[src/rtl/mem_arbiter_pkg.sv]
// Shared definitions for the memory-port arbiter slice.
// Holds the port index constants, the read-return tag type, the default
// address/data widths and starvation limit, and the grant debug enum.
package scp_mem_pkg;

  localparam int AW_DEF           = 16;
  localparam int DW_DEF           = 16;
  localparam int STARVE_LIMIT_DEF = 4;

  localparam logic PORT_A = 1'b0;
  localparam logic PORT_B = 1'b1;

  // One entry of the read-return tag pipeline.
  typedef struct packed {
    logic valid;  // a read was issued in this slot
    logic port;   // PORT_A or PORT_B
  } tag_t;

  typedef logic [3:0] starve_cnt_t;

  // Debug view of the arbitration decision for the current cycle.
  typedef enum logic [1:0] {
    GRANT_IDLE = 2'd0,
    GRANT_A    = 2'd1,
    GRANT_B    = 2'd2
  } grant_e;

endpackage

[src/rtl/mem_arbiter_if.sv]
// Bundle of requester and memory-side signals for mem_arbiter.
// slave  : arbiter view (requests in, waits/acks/rvalids and memory bus out).
// master : requester/memory-model view (the opposite directions).
// Handshake: a requester holds *_req with its address/data stable until
// *_ack; *_ack is a one-cycle pulse meaning the access was issued. Keeping
// *_req high after *_ack issues a fresh access. Reads return via *_rvalid
// one cycle after the ack, with the data on rdata.
interface mem_arbiter_if #(
  parameter int AW = 16,
  parameter int DW = 16
);
  logic          a_req;
  logic [AW-1:0] a_addr;
  logic          a_byte;
  logic          a_we;
  logic [DW-1:0] a_wdata;
  logic          a_wait;
  logic          a_ack;
  logic          a_rvalid;

  logic          b_req;
  logic [AW-1:0] b_addr;
  logic          b_byte;
  logic          b_we;
  logic [DW-1:0] b_wdata;
  logic          b_wait;
  logic          b_ack;
  logic          b_rvalid;

  logic [DW-1:0] rdata;
  logic [AW-1:0] mem_addr;
  logic          mem_byte_enable;
  logic          mem_write_enable;
  logic [DW-1:0] mem_write_data;
  logic [DW-1:0] mem_in_data;

  modport slave (
    input  a_req, a_addr, a_byte, a_we, a_wdata,
    output a_wait, a_ack, a_rvalid,
    input  b_req, b_addr, b_byte, b_we, b_wdata,
    output b_wait, b_ack, b_rvalid,
    output rdata, mem_addr, mem_byte_enable, mem_write_enable, mem_write_data,
    input  mem_in_data
  );

  modport master (
    output a_req, a_addr, a_byte, a_we, a_wdata,
    input  a_wait, a_ack, a_rvalid,
    output b_req, b_addr, b_byte, b_we, b_wdata,
    input  b_wait, b_ack, b_rvalid,
    input  rdata, mem_addr, mem_byte_enable, mem_write_enable, mem_write_data,
    output mem_in_data
  );
endinterface

[src/rtl/mem_arb_tag_pipe.sv]
// Two-stage read-return tag shift register.
// tag_in   : {valid, port} of the access granted this cycle (valid only for reads)
// a_rvalid : registered, high in the cycle memory returns A's read data
// b_rvalid : registered, high in the cycle memory returns B's read data
// Stage 0 covers the address cycle; the rvalid flops form stage 1.
module mem_arb_tag_pipe
  import scp_mem_pkg::*;
(
  input  logic clk,
  input  logic rst_n,
  input  tag_t tag_in,
  output logic a_rvalid,
  output logic b_rvalid
);

  tag_t stage0;

  always_ff @(posedge clk or negedge rst_n) begin
    if (!rst_n) begin
      stage0   <= '0;
      a_rvalid <= 1'b0;
      b_rvalid <= 1'b0;
    end else begin
      stage0   <= tag_in;
      a_rvalid <= stage0.valid && (stage0.port == PORT_A);
      b_rvalid <= stage0.valid && (stage0.port == PORT_B);
    end
  end

endmodule

[src/rtl/mem_arbiter.sv]
// Two-port arbiter in front of a single pipelined synchronous memory port.
// Port A (CPU) has fixed priority; port B (DMA/video) is forced through after
// STARVE_LIMIT consecutive denied request cycles.
// clk, rst_n      : clock, asynchronous active-low reset
// bus (slave)     : requester ports A/B and the registered memory bus
// dbg_starve_cnt  : current starvation count for port B
// dbg_grant       : arbitration decision of the current cycle
module mem_arbiter
  import scp_mem_pkg::*;
#(
  parameter int AW           = AW_DEF,
  parameter int DW           = DW_DEF,
  parameter int STARVE_LIMIT = STARVE_LIMIT_DEF
) (
  input  logic          clk,
  input  logic          rst_n,
  mem_arbiter_if.slave  bus,
  output starve_cnt_t   dbg_starve_cnt,
  output grant_e        dbg_grant
);

  localparam starve_cnt_t LIMIT = starve_cnt_t'(STARVE_LIMIT);

  logic          grant_a;
  logic          grant_b;
  logic [AW-1:0] sel_addr;
  logic [DW-1:0] sel_wdata;
  logic          sel_byte;
  logic          sel_we;
  tag_t          tag_in;
  starve_cnt_t   starve_cnt;

  // A wins unless it is idle or B has waited long enough.
  always_comb begin
    grant_b   = bus.b_req && (!bus.a_req || (starve_cnt == LIMIT));
    grant_a   = bus.a_req && !grant_b;
    sel_addr  = grant_b ? bus.b_addr  : bus.a_addr;
    sel_wdata = grant_b ? bus.b_wdata : bus.a_wdata;
    sel_byte  = grant_b ? bus.b_byte  : bus.a_byte;
    sel_we    = grant_b ? bus.b_we    : bus.a_we;
    tag_in.valid = (grant_a || grant_b) && !sel_we;
    tag_in.port  = grant_b ? PORT_B : PORT_A;
    dbg_grant    = grant_b ? GRANT_B : (grant_a ? GRANT_A : GRANT_IDLE);
  end

  assign bus.a_wait      = bus.a_req && !grant_a;
  assign bus.b_wait      = bus.b_req && !grant_b;
  assign bus.rdata       = bus.mem_in_data;
  assign dbg_starve_cnt  = starve_cnt;

  // Memory bus issue. On idle cycles the strobes drop but address and
  // write data keep their last values.
  always_ff @(posedge clk or negedge rst_n) begin
    if (!rst_n) begin
      bus.mem_addr         <= '0;
      bus.mem_byte_enable  <= 1'b0;
      bus.mem_write_enable <= 1'b0;
      bus.mem_write_data   <= '0;
      bus.a_ack            <= 1'b0;
      bus.b_ack            <= 1'b0;
    end else begin
      bus.a_ack <= grant_a;
      bus.b_ack <= grant_b;
      if (grant_a || grant_b) begin
        bus.mem_addr         <= sel_addr;
        bus.mem_byte_enable  <= sel_byte;
        bus.mem_write_enable <= sel_we;
        bus.mem_write_data   <= sel_wdata;
      end else begin
        bus.mem_byte_enable  <= 1'b0;
        bus.mem_write_enable <= 1'b0;
      end
    end
  end

  // Saturating count of consecutive cycles B asked and was refused.
  always_ff @(posedge clk or negedge rst_n) begin
    if (!rst_n) begin
      starve_cnt <= '0;
    end else if (!bus.b_req || grant_b) begin
      starve_cnt <= '0;
    end else if (starve_cnt != LIMIT) begin
      starve_cnt <= starve_cnt + starve_cnt_t'(1);
    end
  end

  mem_arb_tag_pipe u_tag_pipe (
    .clk      (clk),
    .rst_n    (rst_n),
    .tag_in   (tag_in),
    .a_rvalid (bus.a_rvalid),
    .b_rvalid (bus.b_rvalid)
  );

endmodule

[src/flat_wrapper.sv]
// flat-port wrapper written by rule: the top's interface ports become plain ports
module mem_arbiter_flat import scp_mem_pkg::*;
#(
  parameter int AW           = AW_DEF,
  parameter int DW           = DW_DEF,
  parameter int STARVE_LIMIT = STARVE_LIMIT_DEF
)
  (clk, rst_n, dbg_starve_cnt, dbg_grant, bus_a_req, bus_a_addr, bus_a_byte, bus_a_we, bus_a_wdata, bus_a_wait, bus_a_ack, bus_a_rvalid, bus_b_req, bus_b_addr, bus_b_byte, bus_b_we, bus_b_wdata, bus_b_wait, bus_b_ack, bus_b_rvalid, bus_rdata, bus_mem_addr, bus_mem_byte_enable, bus_mem_write_enable, bus_mem_write_data, bus_mem_in_data);
  mem_arbiter_if #(.AW(AW), .DW(DW)) bus_i ();
  input  logic clk;
  input  logic rst_n;
  output starve_cnt_t dbg_starve_cnt;
  output grant_e dbg_grant;
  input wire logic [$bits(bus_i.a_req)-1:0] bus_a_req;
  input wire logic [$bits(bus_i.a_addr)-1:0] bus_a_addr;
  input wire logic [$bits(bus_i.a_byte)-1:0] bus_a_byte;
  input wire logic [$bits(bus_i.a_we)-1:0] bus_a_we;
  input wire logic [$bits(bus_i.a_wdata)-1:0] bus_a_wdata;
  output wire logic [$bits(bus_i.a_wait)-1:0] bus_a_wait;
  output wire logic [$bits(bus_i.a_ack)-1:0] bus_a_ack;
  output wire logic [$bits(bus_i.a_rvalid)-1:0] bus_a_rvalid;
  input wire logic [$bits(bus_i.b_req)-1:0] bus_b_req;
  input wire logic [$bits(bus_i.b_addr)-1:0] bus_b_addr;
  input wire logic [$bits(bus_i.b_byte)-1:0] bus_b_byte;
  input wire logic [$bits(bus_i.b_we)-1:0] bus_b_we;
  input wire logic [$bits(bus_i.b_wdata)-1:0] bus_b_wdata;
  output wire logic [$bits(bus_i.b_wait)-1:0] bus_b_wait;
  output wire logic [$bits(bus_i.b_ack)-1:0] bus_b_ack;
  output wire logic [$bits(bus_i.b_rvalid)-1:0] bus_b_rvalid;
  output wire logic [$bits(bus_i.rdata)-1:0] bus_rdata;
  output wire logic [$bits(bus_i.mem_addr)-1:0] bus_mem_addr;
  output wire logic [$bits(bus_i.mem_byte_enable)-1:0] bus_mem_byte_enable;
  output wire logic [$bits(bus_i.mem_write_enable)-1:0] bus_mem_write_enable;
  output wire logic [$bits(bus_i.mem_write_data)-1:0] bus_mem_write_data;
  input wire logic [$bits(bus_i.mem_in_data)-1:0] bus_mem_in_data;
  assign bus_i.a_req = bus_a_req;
  assign bus_i.a_addr = bus_a_addr;
  assign bus_i.a_byte = bus_a_byte;
  assign bus_i.a_we = bus_a_we;
  assign bus_i.a_wdata = bus_a_wdata;
  assign bus_a_wait = bus_i.a_wait;
  assign bus_a_ack = bus_i.a_ack;
  assign bus_a_rvalid = bus_i.a_rvalid;
  assign bus_i.b_req = bus_b_req;
  assign bus_i.b_addr = bus_b_addr;
  assign bus_i.b_byte = bus_b_byte;
  assign bus_i.b_we = bus_b_we;
  assign bus_i.b_wdata = bus_b_wdata;
  assign bus_b_wait = bus_i.b_wait;
  assign bus_b_ack = bus_i.b_ack;
  assign bus_b_rvalid = bus_i.b_rvalid;
  assign bus_rdata = bus_i.rdata;
  assign bus_mem_addr = bus_i.mem_addr;
  assign bus_mem_byte_enable = bus_i.mem_byte_enable;
  assign bus_mem_write_enable = bus_i.mem_write_enable;
  assign bus_mem_write_data = bus_i.mem_write_data;
  assign bus_i.mem_in_data = bus_mem_in_data;
  mem_arbiter #(.AW(AW), .DW(DW), .STARVE_LIMIT(STARVE_LIMIT)) u_core (.clk(clk), .rst_n(rst_n), .bus(bus_i), .dbg_starve_cnt(dbg_starve_cnt), .dbg_grant(dbg_grant));
endmodule
[config.mk]
export PLATFORM = sky130hd
export DESIGN_NAME = mem_arbiter_flat
export DESIGN_NICKNAME = d
export VERILOG_FILES = /design/src/rtl/mem_arbiter_pkg.sv /design/src/rtl/mem_arbiter_if.sv /design/src/rtl/mem_arb_tag_pipe.sv /design/src/rtl/mem_arbiter.sv /design/src/flat_wrapper.sv
export SDC_FILE = /design/constraint.sdc
export NUM_CORES = 1
export LEC_CHECK = 0
export BUFFER_PORTS_ARGS = -buffer_cell sky130_fd_sc_hd__buf_2
export CAP_MARGIN = 20
export CORE_ASPECT_RATIO = 0.75
export CORE_UTILIZATION = 36
export DETAILED_ROUTE_END_ITERATION = 12
export PLACE_DENSITY = 0.76
export SYNTH_ARGS = -nofsm -noshare
export SYNTH_HDL_FRONTEND = slang
export SYNTH_SLANG_ARGS = --single-unit
[constraint.sdc]
create_clock -name clk -period 1.69 [get_ports clk]
set_clock_uncertainty 0.1 [all_clocks]
set_input_delay 0.338 -clock clk [delete_from_list [all_inputs] [get_ports clk]]
set_output_delay 0.338 -clock clk [all_outputs]
set_load 0.02 [all_outputs]
== Yosys cells after proc, flatten, opt, wreduce, memory -nomap -nowiden ==
Index checks and enable logic that the tools add are counted.
Cells by class
  bitwise gates (word level): 1
  add/subtract/negate cells: 1
  equality and inequality tests: 2
  reduce and logical (&&, ||, !) cells: 16
  multiplexer cells: 11
Operator list (number)
  $mux W16: 2
  $mux W4: 2
  $logic_and A1 B1 Y1: 7
  $mux W1: 6
  $logic_not A1 Y1: 5
  $add A4 B1 Y4 const B: 1
  $eq A4 B3 Y1 const B: 1
  $ne A4 B3 Y1 const B: 1
  $logic_or A1 B1 Y1: 3
  $mux W2: 1
  $reduce_bool A2 Y1: 1
  $not A1 Y1: 1
Storage, ports and cells
  bits in registers: 44
  bits of input ports: 88
  word-level logic and storage cells: 42
  output and inout port bits: 62

== Longest topological paths before layout ==
Gate-level depths: netlist (run 1).
  depth after elaboration: 7
  mapped depth: 6
  mapped depth without buffers: 5

== Hierarchy ==
Synthesis (run 1) repeated with hierarchy kept, for this count alone.
Second synthesis, totals
  cells, all modules: 161
  area total of the unflattened synthesis: 2021.9 µm²
Modules (own cells, without submodules)
  mem_arbiter: area each 1905.6 µm², seq. area each 1001.0 µm², times used 1, cells each 155
  mem_arb_tag_pipe: area each 116.4 µm², seq. area each 100.1 µm², times used 1, cells each 6

== Least setup slack after synthesis (run 1) ==
OpenSTA, ideal clock, no wires.
  kind: register to output
  start: register u_core.starve_cnt[0], in the netlist u_core.dbg_starve_cnt[0]
  end: output port bus_a_wait
  arrival: 1.524 ns
  cell stages (with the launch flop): 7
  buffers on the path: 1
  slack: -0.272 ns
  path through: dfrtp_1 -> inv_1 -> ha_1 -> nand3b_4 -> a21oi_4 -> buf_6 -> and2_1
Between the ends
  word-level cells in the longest chain between the ends: 7
Ends and longest elaborated chain
  start, declared: RTL line mem_arbiter.sv:31  | starve_cnt_t starve_cnt;
  start signal, assigned: RTL line mem_arbiter.sv:83  | starve_cnt <= starve_cnt + starve_cnt_t'(1);
  $eq A4 B3 Y1: RTL line mem_arbiter.sv:35  | grant_b = bus.b_req && (!bus.a_req || (starve_cnt == LIMIT));
  $logic_or A1 B1 Y1: RTL line mem_arbiter.sv:35
  $logic_and A1 B1 Y1: RTL line mem_arbiter.sv:35
  net u_core.grant_b: RTL line mem_arbiter.sv:25  | logic grant_b;
  $logic_not A1 Y1: RTL line mem_arbiter.sv:36  | grant_a = bus.a_req && !grant_b;
  $logic_and A1 B1 Y1: RTL line mem_arbiter.sv:36
  $logic_not A1 Y1: RTL line mem_arbiter.sv:46  | assign bus.a_wait = bus.a_req && !grant_a;
  $logic_and A1 B1 Y1: RTL line mem_arbiter.sv:46
  end, declared: RTL line flat_wrapper.sv:19  | output wire logic [$bits(bus_i.a_wait)-1:0] bus_a_wait;
The timed path passes the listed nets, and every way through them passes these cells.

== Worst setup path in the final report (run 1) ==
  start: register u_core.starve_cnt[0], in the netlist u_core.dbg_starve_cnt[0]
  end: output port bus_b_wait
Between the ends
  word-level cells in the longest chain between the ends: 5
Ends and longest elaborated chain
  $eq A4 B3 Y1: RTL line mem_arbiter.sv:35
  $logic_or A1 B1 Y1: RTL line mem_arbiter.sv:35
  $logic_and A1 B1 Y1: RTL line mem_arbiter.sv:35
  $logic_not A1 Y1: RTL line mem_arbiter.sv:47  | assign bus.b_wait = bus.b_req && !grant_b;
  $logic_and A1 B1 Y1: RTL line mem_arbiter.sv:47
  end, declared: RTL line flat_wrapper.sv:27  | output wire logic [$bits(bus_i.b_wait)-1:0] bus_b_wait;
No other way between the ends.

==> results of run 1 <==
cell families (layout without fill, tap and decap cells):
family                     count (synthesis)  after routing
buffers and inverters                     31            151
muxes                                      1              1
DFF                                       43             43
AOI/OAI and AO/OA                         36             39
and+or+nand+nor                           49             49
adders and majority gates                  2              2
xor gates and xnor gates                   2              2
worst max path at each step:
stage | from | to | slack, ps | depth (start not counted)
after floorplan | u_core.dbg_starve_cnt[1] | bus_a_wait | -110 | 6
after global placement | bus_b_req | u_core.bus.mem_write_data[10] | -60 | 4
after detailed placement | bus_a_req | u_core.bus.mem_addr[7] | -130 | 4
after CTS | u_core.dbg_starve_cnt[0] | bus_a_wait | -250 | 6
after global routing | u_core.dbg_starve_cnt[1] | bus_b_wait | -270 | 6
final | u_core.dbg_starve_cnt[0] | bus_b_wait | -230 | 6
registers in the layout, summed over array words and instances (netlist names):
| name | flops |
|---|---|
| u_core.bus.mem_addr | 16 |
| u_core.bus.mem_write_data | 16 |
| u_core.dbg_starve_cnt | 4 |
| u_core.bus.a_ack | 1 |
| u_core.bus.b_ack | 1 |
| u_core.bus.mem_byte_enable | 1 |
| u_core.bus.mem_write_enable | 1 |
| u_core.u_tag_pipe.a_rvalid | 1 |
| u_core.u_tag_pipe.b_rvalid | 1 |
| u_core.u_tag_pipe.stage0 | 1 |
what timing repair did:
item	in CTS	in global routing
setup buffers	6	4
pin swaps	3	2
gates resized for setup	8	10
setup endpoints to repair	4	36
hold buffers	1	0
gates cloned	1	3
hold endpoints to repair	17	0
cell type report:
| cell class | instances | area [sq um] | area share, % |
|---|---|---|---|
| Sequential cell | 43 | 1080 | 37.3 |
| Timing Repair Buffer | 140 | 827 | 28.6 |
| Multi-Input combinational cell | 93 | 796 | 27.5 |
| Tap cell | 75 | 93.8 | 3.25 |
| Clock buffer | 6 | 72.6 | 2.51 |
| Clock inverter | 2 | 12.5 | 0.433 |
| Inverter | 3 | 11.3 | 0.389 |
worst max-delay path: stages (launching register included):
cell,delay (ps)
dfrtp_2,420
inv_2,80
ha_4,140
nand3b_4,110
buf_4,150
and3_4,150
buf_4,150
through the flow:
| stage | area, sq um | setup TNS (ps) | util, % | hold WS (ps) |
|---|---|---|---|---|
| final | 2890 | -1480 | 53.4 | 141 |
| after global routing | 2890 | -1990 | 53.4 | 131 |
| after detailed placement | 2600 | -3110 | 48.0 | 196 |
| after CTS | 2780 | -929 | 51.3 | 125 |
| after floorplan | 2060 | -204 | - | -57.6 |
| after global placement | 2600 | -1260 | 48.0 | 196 |
where the power goes:
part / switching [mW] / internal (mW) / leakage, nW / total [mW]
sequential: 0.0405 / 1.11 / 0.529 / 1.15
clock: 0.341 / 0.289 / 0.0412 / 0.630
combinational: 0.294 / 0.258 / 0.931 / 0.552
total: 0.676 / 1.66 / 1.50 / 2.34
layer usage:
layer,GRT usage [%],vias to the layer above,part of all wire (%)
li1,-,825,-
met1,22.7,811,47
met2,29.4,82,46
met3,4.77,9,6.2
met4,4.44,0,0.66
met5,0,-,0
cells in the final DEF (no fill, tap or decap), drive strengths merged:
cell type    netlist  layout
nor2               1       1
a21oi              1       1
o22ai              2       2
ha                 2       2
nand3              1       1
dlygate4sd3        0       1
clkinvlp           0       1
nand3b             1       1
a221o             32      32
nor2b              1       1
buf               25     138
clkbuf             3       7
nand2b             1       1
xnor2              1       1
inv                3       3
and2              39      39
nand2              4       4
o21a               1       4
dfrtp             43      43
mux2i              1       1
clkinv             0       1
and3               1       1
xor2               1       1
==> impl_metrics.py, run 1 <==
metrics = {
    "sta": {
        "grt_setup_unrepaired": "yes",
        "slew_viol_final": 0,
        "finalWorstSetupSlack_ps": -226,
        "worstMarginPinSlew_ps": 912,
        "timing.fmax_ghz": 0.522,
        "fin_crit_ps": 1920,
        "final.period_utilization_pct": 113,
        "setup_viol": 12,
        "hold_viol_final": 0,
        "relSlewSlack_pct": 39.1,
    },
    "floorplanning": {
        "start_util_pct": 37.7,
        "row_count": 23,
        "die_area_sq_um": 5970,
        "die_h_microns": 67.2,
        "io-pin-count": 150,
        "core_sq_um": 5410,
        "die_w_microns": 88.9,
    },
    "global_route": {
        "grt_start_max_net_pins": 33,
        "grt_pass1_vias": 1600,
        "antenna_found_initial": 0,
        "grt-ovfl-total": 0,
        "grt_pass1_wl_mm": 7.74,
        "grt_use_total_pct": 17.6,
    },
    "layout": {
        "drive_above_1_share_pct": 57.1,
        "antenna_cells": 0,
        "n_fill_cell": 500,
        "syn_to_final_growth_pct": 41.9,
        "fin_nets": 376,
        "instances_no_fill": 362,
    },
    "detailed_routing": {
        "num_vias": 1727,
        "wirelength_mm": 5.57,
        "dr.pass1.iters": 4,
        "postRouteAntennaNets": 0,
        "drcViolationCount": 0,
        "wire_per_inst_microns": 15.4,
        "drtIter0Drc": 45,
        "viasPerCell": 4.77,
    },
    "synthesis": {
        "synth_seq_area_share_pct": 52.8,
        "syn_area_sq_um": 2040,
        "synth_flop_cell": "dfrtp_1",
        "synth_top_family_by_area": "compound AO/OA/AOI/OAI gates",
        "synth_nets": 254,
        "yosys_warnings": 0,
        "synth_edf_count": 0,
        "synthTopCellsByArea": "dfrtp_1 (53%), a221o_1 (14%), and2_1 (12%), buf_4 (7.0%), buf_6 (3.3%)",
        "syn_inst": 164,
        "yosysTopAreaCell": "dfrtp_1",
        "synth-xor-area-share_pct": 0.859,
        "syn_avg_cell_area_sq_um": 12.4,
        "synthMuxAreaShare_pct": 0.491,
        "synth.distinct_cells": 23,
        "synth-seq-cells": 43,
        "synthMostInstantiatedCell": "dfrtp_1",
        "ys_async_sr_fraction_pct": 100,
        "synth_top_area_share_pct": 52.8,
        "synth-simple-area-share_pct": 15.2,
        "yosys-top-cells-count": "dfrtp_1 (43), and2_1 (38), a221o_1 (29)",
        "synthAdderAreaFrac_pct": 1.23,
        "synth_compound_area_share_pct": 18.0,
    },
    "job": {
        "max-cap-violations": 0,
    },
    "worst_setup_path": {
        "crit_path_max_fanout": 4,
        "r2r_setup_slack_ps": -90,
        "r2r_cells": 7,
        "reg2reg_to": "u_core.bus.mem_write_data[2]",
        "crit_required_ps": 1250,
        "crit_type": "reg2out",
        "arrival_ps": 1480,
        "critPathLaunchType": "flip-flop",
        "cp-end-kind": "output pin",
        "r2r-start": "u_core.dbg_starve_cnt[0]",
    },
    "worst_hold_path": {
        "whs_path_depth": 2,
        "hold_start": "bus_b_we",
        "hold_class": "in2reg",
        "whs_endpoint": "u_core.u_tag_pipe.stage0[1]",
    },
    "power_and_ir_drop": {
        "report.power.total_mw": 2.34,
        "vdd_drop_max_mv": 0.345,
        "power_leakage_nw": 1.50,
        "power.density_nw_per_um2": 808,
    },
    "placed_design": {
        "port_buffers": 117,
        "hpwlAfterDp_mm": 3.50,
        "gp_congestion": 0.730,
        "preCtsSetupSlack_ps": -129,
        "dp_cells": 339,
    },
    "status": {
        "violations": "setup timing",
        "status": "finished, violations left",
    },
    "clocking": {
        "clock_sinks": 43,
        "cts_made_buffers": 5,
        "clock_latency_ps": 290,
        "clkTransAtPathRegs_ps": 80,
        "ctsHtreeMaxLevel": 2,
        "cts_tree": "yes",
        "cts.path.max_buffers": 2,
        "root_buffer": "clkbuf_8",
    },
}
Note: power is estimated with default switching activity, not from simulation.
==> run 2: changes to the inputs <==
- ABC_AREA: not set -> 1
- CORE_UTILIZATION: 36 -> 38
==> run 2 against run 1 <==
Compared with the run above: the run still ends with setup timing left; sequential share of layout area shrank 2.5 points; setup slack gained 66 ps; flip-flop and latch count is the same; routed wire length shrank 1.5%; critical endpoint is now bus_a_wait; register-to-register slack gained 230 ps; total power grew 10%; first-iteration DRC count grew 120%; design area grew 7.1%.
==> impl_metrics.py, run 2 <==
metrics = {
    "status": {
        "status": "finished, violations left",
        "violations": "setup timing",
    },
    "worst_setup_path": {
        "crit_type": "reg2out",
        "cp_top_family": "flip-flops",
        "critPathMostFrequentCell": "nand2_4",
        "crit_chain": "inv_2, ha_4, nand3_4, nand2_4, nand2_4, nor2_4, buf_6",
        "crit_required_ps": 1250,
        "slowest_delay_ps": 420,
        "critPathBufInv": 2,
        "arrival_ps": 1410,
        "critPathLaunchType": "flip-flop",
        "slowest_stage": "dfrtp_2",
        "cp-end-kind": "output pin",
        "crit_path_max_fanout": 4,
    },
    "layout": {
        "stdcell_area_sq_um": 3100,
        "layout_commonest_cell": "buf_2",
        "syn_to_final_growth_pct": 32.3,
        "fin_nets": 508,
        "final_cell_mix": "buf_2 (114), nand2_1 (72), nand3_1 (68)",
        "n_fill_cell": 573,
        "final_util_pct": 52.6,
        "drive_above_1_share_pct": 37.0,
        "antenna_cells": 0,
    },
    "placed_design": {
        "gp_congestion": 0.722,
        "preCtsSetupSlack_ps": 27.7,
        "place_area_sq_um": 2890,
        "hpwlAfterDp_mm": 3.92,
        "port_buffers": 117,
    },
    "floorplanning": {
        "io-pin-count": 150,
        "die_w_microns": 92.6,
        "row_count": 24,
        "start_util_pct": 39.8,
        "die_area_sq_um": 6480,
        "core_sq_um": 5890,
        "die_h_microns": 70.0,
    },
    "global_route": {
        "grt_use_total_pct": 17.1,
        "grt-ovfl-total": 0,
        "grt_pass1_wl_mm": 8.85,
        "grt_start_max_net_pins": 47,
        "antenna_found_initial": 0,
        "grt_pass1_vias": 1961,
    },
    "clocking": {
        "cts_tree": "yes",
        "cts.path.max_buffers": 2,
        "root_buffer": "clkbuf_8",
        "cts_made_buffers": 5,
        "clock_sinks": 43,
        "clkTransAtPathRegs_ps": 80,
        "clock_latency_ps": 280,
        "ctsHtreeMaxLevel": 2,
    },
    "job": {
        "max-cap-violations": 0,
    },
    "synthesis": {
        "synth_seq_area_share_pct": 46.0,
        "synth_flop_cell": "dfrtp_1",
        "synthTopCellsByArea": "dfrtp_1 (46%), nand3_1 (15%), nand2_1 (12%), buf_4 (7.1%), inv_1 (6.7%)",
        "synth_nets": 401,
        "yosys-top-cells-count": "nand2_1 (72), nand3_1 (69), dfrtp_1 (43)",
        "synth-seq-cells": 43,
        "synth.distinct_cells": 15,
        "synth_edf_count": 0,
        "syn_inst": 311,
        "syn_avg_cell_area_sq_um": 7.52,
        "syn_area_sq_um": 2340,
        "yosysTopAreaCell": "dfrtp_1",
        "yosys_warnings": 0,
        "synth_top_area_share_pct": 46.0,
        "ys_async_sr_fraction_pct": 100,
        "synthMostInstantiatedCell": "nand2_1",
    },
    "detailed_routing": {
        "wirelength_mm": 5.49,
        "postRouteAntennaNets": 0,
        "wire_per_inst_microns": 11.0,
        "num_vias": 2226,
        "drcViolationCount": 0,
        "dr.pass1.iters": 4,
        "viasPerCell": 4.48,
        "drtIter0Drc": 101,
    },
    "sta": {
        "timing.fmax_ghz": 0.541,
        "fin_hold_ws_ps": 167,
        "fin_crit_ps": 1850,
        "hold_viol_final": 0,
        "tns_ps": -547,
        "grt_setup_unrepaired": "yes",
        "finalWorstSetupSlack_ps": -160,
        "slew_viol_final": 0,
        "final.period_utilization_pct": 109,
        "setup_viol": 4,
        "worstMarginPinSlew_ps": 289,
        "relSlewSlack_pct": 80.8,
    },
    "power_and_ir_drop": {
        "power_leakage_nw": 1.80,
        "power.density_nw_per_um2": 831,
        "vdd_drop_max_mv": 0.490,
    },
    "worst_hold_path": {
        "hold_class": "in2reg",
    },
}
## run 2: changes by cell type after synthesis, moves of 3 or more
cell	delta
nand3_1	+68
and2_1	-38
nand2_1	+68
buf_2	+5
nor2_1	+40
a221o_2	-3
a221o_1	-29
buf_4	+3
inv_1	+39
## run 2: final timing paths
check	from	end	slack [ps]	cells past startpoint
worst max-delay path	u_core.dbg_starve_cnt[0]	bus_a_wait	-160	7
worst min-delay path	bus_b_byte	u_core.bus.mem_byte_enable	170	3
worst max register to register	u_core.dbg_starve_cnt[0]	u_core.bus.mem_write_data[8]	140	9
worst min register to register	u_core.bus.b_ack	u_core.u_tag_pipe.a_rvalid	350	1
max in group asynchronous	rst_n	u_core.dbg_starve_cnt[1]	760	3
min in group asynchronous	rst_n	u_core.bus.mem_write_data[10]	470	3
## run 2: per-stage QoR
step / instances / power, mW
finish: 497 / 2.57
global route: 497 / 2.73
CTS: 495 / 2.62
detailed placement: 481 / 1.79
global placement: 481 / 1.77
floorplan: 311 / 1.60
## run 2: cell families after synthesis
family / count (synthesis) / share of synthesized area [%]
AND/OR/NAND/NOR: 185 / 34.1
flip-flops: 43 / 46.0
buffers and inverters: 79 / 18.1
XOR/XNOR: 2 / 0.749
adder cells (fa/ha/maj): 2 / 1.07
## run 2: cell type report
class                      instances  area, sq um  area share, %
sequential                        43         1080           34.8
multi-input combinational        189          881           28.5
timing repair buffer             135          758           24.5
inverter                          44          168           5.42
tap                               78         97.6           3.15
clock buffer                       5         68.8           2.22
clock inverter                     3         43.8           1.41
## run 2: power by group
| group | internal (mW) | total, mW | leakage (nW) | switching, mW |
|---|---|---|---|---|
| Combinational | 0.241 | 0.611 | 1.22 | 0.370 |
| Sequential | 1.12 | 1.17 | 0.523 | 0.0480 |
| Clock | 0.440 | 0.790 | 0.0581 | 0.350 |
| Total | 1.81 | 2.57 | 1.80 | 0.768 |
## run 2: what timing repair did
| item | in CTS | in global routing |
|---|---|---|
| hold endpoints to repair | 43 | 0 |
| buffers inserted | 5 | 4 |
| hold buffers | 1 | 0 |
| endpoints found under the setup margin | 4 | 5 |
| gates resized for setup | 7 | 2 |
| pin swaps | 2 | 3 |
## run 2: worst register-to-register path, delay by kind of cell (launching register included)
kind	cells	cell delay (ps)
AND/OR/NAND/NOR	5	400
adder cells (fa/ha/maj)	1	130
buffers and inverters	3	390
flip-flops	1	420
## run 2: per-layer routing
layer	wire [microns]	global-route usage, %	share of wire, %
met3	379	4.03	6.9
met2	2530	28.7	46
met1	2520	22.1	46
met5	0	0	0
met4	63	4.51	1.1
==> run 3: changes to the inputs <==
- ABC_AREA: 1 -> not set
- BUFFER_PORTS_ARGS: -buffer_cell sky130_fd_sc_hd__buf_2 -> -buffer_cell sky130_fd_sc_hd__buf_4
- CORE_ASPECT_RATIO: 0.75 -> 1.2
- CORE_UTILIZATION: 38 -> 36
==> run 3 against run 2 <==
Compared with the run above: the flow finishes with violations (DRC, setup timing); register-to-register slack worse by 160 ps; core utilization increased by 6.2 points; critical path depth is 1 lower; cell count is 32% lower; first-iteration DRC count down 12%; design area rose by 2.1%; routed wire length grew 5.4%; sequential share of layout area is 0.70 points lower; flip-flop and latch count unchanged; setup slack got worse by 45 ps; critical path type unchanged; largest power group unchanged; highest routed layer unchanged.
==> impl_metrics.py, run 3 (synthesis results as in run 1) <==
metrics = {
    "status": {
        "status": "finished, violations left",
        "violations": "DRC, setup timing",
    },
    "worst_hold_path": {
        "whs_path_depth": 2,
        "hold_start": "bus_b_we",
        "whs_endpoint": "u_core.u_tag_pipe.stage0[1]",
        "hold_class": "in2reg",
    },
    "sta": {
        "grt_setup_unrepaired": "yes",
        "setup_viol": 18,
        "worstMarginPinSlew_ps": 1000,
        "finalWorstSetupSlack_ps": -205,
        "hold_viol_final": 0,
        "final.period_utilization_pct": 112,
        "fin_hold_ws_ps": 136,
        "slew_viol_final": 0,
        "relSlewSlack_pct": 33.1,
        "timing.fmax_ghz": 0.528,
        "fin_crit_ps": 1900,
    },
    "detailed_routing": {
        "wl_met3_microns": 417,
        "wl_met1_mm": 2.22,
        "wire_per_inst_microns": 17.0,
        "dr.pass1.iters": 8,
        "wirelength_mm": 5.79,
        "drcViolationCount": 18,
        "viasPerCell": 5.26,
        "drtIter0Drc": 89,
        "postRouteAntennaNets": 0,
        "top_layer": "met4",
        "wl_met2_mm": 3.08,
        "num_vias": 1788,
    },
    "clocking": {
        "clkTransAtPathRegs_ps": 90,
        "ctsHtreeMaxLevel": 2,
        "clock_latency_ps": 290,
        "clock_sinks": 43,
        "cts_tree": "yes",
        "root_buffer": "clkbuf_8",
        "cts_made_buffers": 5,
        "cts.path.max_buffers": 2,
    },
    "layout": {
        "instances_no_fill": 340,
        "layout_commonest_cell": "buf_4",
        "fin_nets": 367,
        "antenna_cells": 0,
        "final_cell_mix": "buf_4 (120), dfrtp_1 (41), and2_1 (37)",
        "final_util_pct": 58.8,
        "drive_above_1_share_pct": 56.1,
        "syn_to_final_growth_pct": 55.0,
    },
    "floorplanning": {
        "die_area_sq_um": 5970,
        "io-pin-count": 150,
        "core_sq_um": 5370,
        "row_count": 29,
        "die_h_microns": 84.4,
        "die_w_microns": 70.7,
        "start_util_pct": 38.0,
    },
    "power_and_ir_drop": {
        "p_clk_share_pct": 31.6,
        "combPwrFrac_pct": 24.4,
        "seqPwrFrac_pct": 44.0,
        "p_sw_share_pct": 26.3,
        "vdd_drop_max_mv": 0.323,
        "intPower_mw": 1.94,
        "report.power.total_mw": 2.63,
        "power_leakage_nw": 1.58,
        "power.density_nw_per_um2": 833,
        "p_sw_mw": 0.691,
    },
    "placed_design": {
        "hpwlAfterDp_mm": 3.61,
        "gp_congestion": 0.714,
        "preCtsSetupSlack_ps": -88.4,
        "port_buffers": 117,
        "dp_cells": 323,
    },
    "job": {
        "max-cap-violations": 0,
    },
    "worst_setup_path": {
        "reg2reg_to": "u_core.bus.mem_addr[12]",
        "r2r_setup_slack_ps": -20,
        "crit_type": "reg2out",
        "cp-end-kind": "output pin",
        "crit_path_max_fanout": 4,
        "arrival_ps": 1460,
        "crit_required_ps": 1250,
        "r2r_cells": 8,
        "critPathLaunchType": "flip-flop",
        "r2r-start": "u_core.dbg_starve_cnt[1]",
    },
    "global_route": {
        "grt_pass1_wl_mm": 8.49,
        "grt_start_max_net_pins": 44,
        "antenna_found_initial": 0,
        "grt_use_total_pct": 18.4,
        "grt_pass1_vias": 1713,
        "grt-ovfl-total": 0,
    },
}
## run 3: critical path: stages, from the launching register on
cell and delay [ps]:
dfrtp_2 420, inv_2 70, ha_4 140, nand3b_4 100
a21oi_4 170, and2_4 160, buf_6 100
## run 3: final cells by class
class | instances | area (sq um)
inverter | 3 | 11.3
timing repair buffer | 132 | 1100
clock inverter | 2 | 35.0
multi-input combinational | 92 | 777
tap | 62 | 77.6
fill | 474 | 2210
sequential | 43 | 1080
clock buffer | 6 | 82.6
## run 3: worst max path at each step
stage | slack [ps] | startpoint | endpoint | depth (start not counted)
after floorplan | -110 | u_core.dbg_starve_cnt[1] | bus_a_wait | 6
after global placement | -50 | bus_a_req | u_core.bus.mem_write_data[1] | 4
after detailed placement | -90 | bus_a_req | u_core.bus.mem_write_data[6] | 4
after CTS | -240 | u_core.dbg_starve_cnt[1] | bus_a_wait | 6
after global routing | -270 | u_core.dbg_starve_cnt[0] | bus_a_wait | 6
final | -210 | u_core.dbg_starve_cnt[1] | bus_a_wait | 6
## run 3: timing repair
action | in CTS | in global routing
setup buffers | 4 | 1
hold buffers | 1 | 0
gates resized for setup | 15 | 6
endpoints found under the setup margin | 4 | 37
gates cloned | 1 | 3
hold endpoints to repair | 43 | 0
pin swaps | 33 | 3
## run 3: power groups by stage
stage / clock network (mW) / logic, mW / registers, mW
CTS: 0.853 / 0.624 / 1.16
detailed placement: 0 / 0.594 / 1.17
finish: 0.830 / 0.642 / 1.16
global placement: 0 / 0.584 / 1.18
global route: 0.901 / 0.681 / 1.17
floorplan: 0 / 0.228 / 1.28
## run 3: stage by stage
step | cell area [sq um] | setup TNS [ps]
5_1_grt | 3160 | -2390
3_3_place_gp | 2850 | -1160
4_1_cts | 3080 | -1030
2_1_floorplan | 2060 | -204
3_5_place_dp | 2850 | -2200
6_report | 3160 | -891
## run 3: layer usage
layer  global-route usage [%]  vias up
met1                     20.8      876
met5                        0        -
met4                     7.27        0
met2                     32.8       96
li1                         -      806
met3                     4.92       10
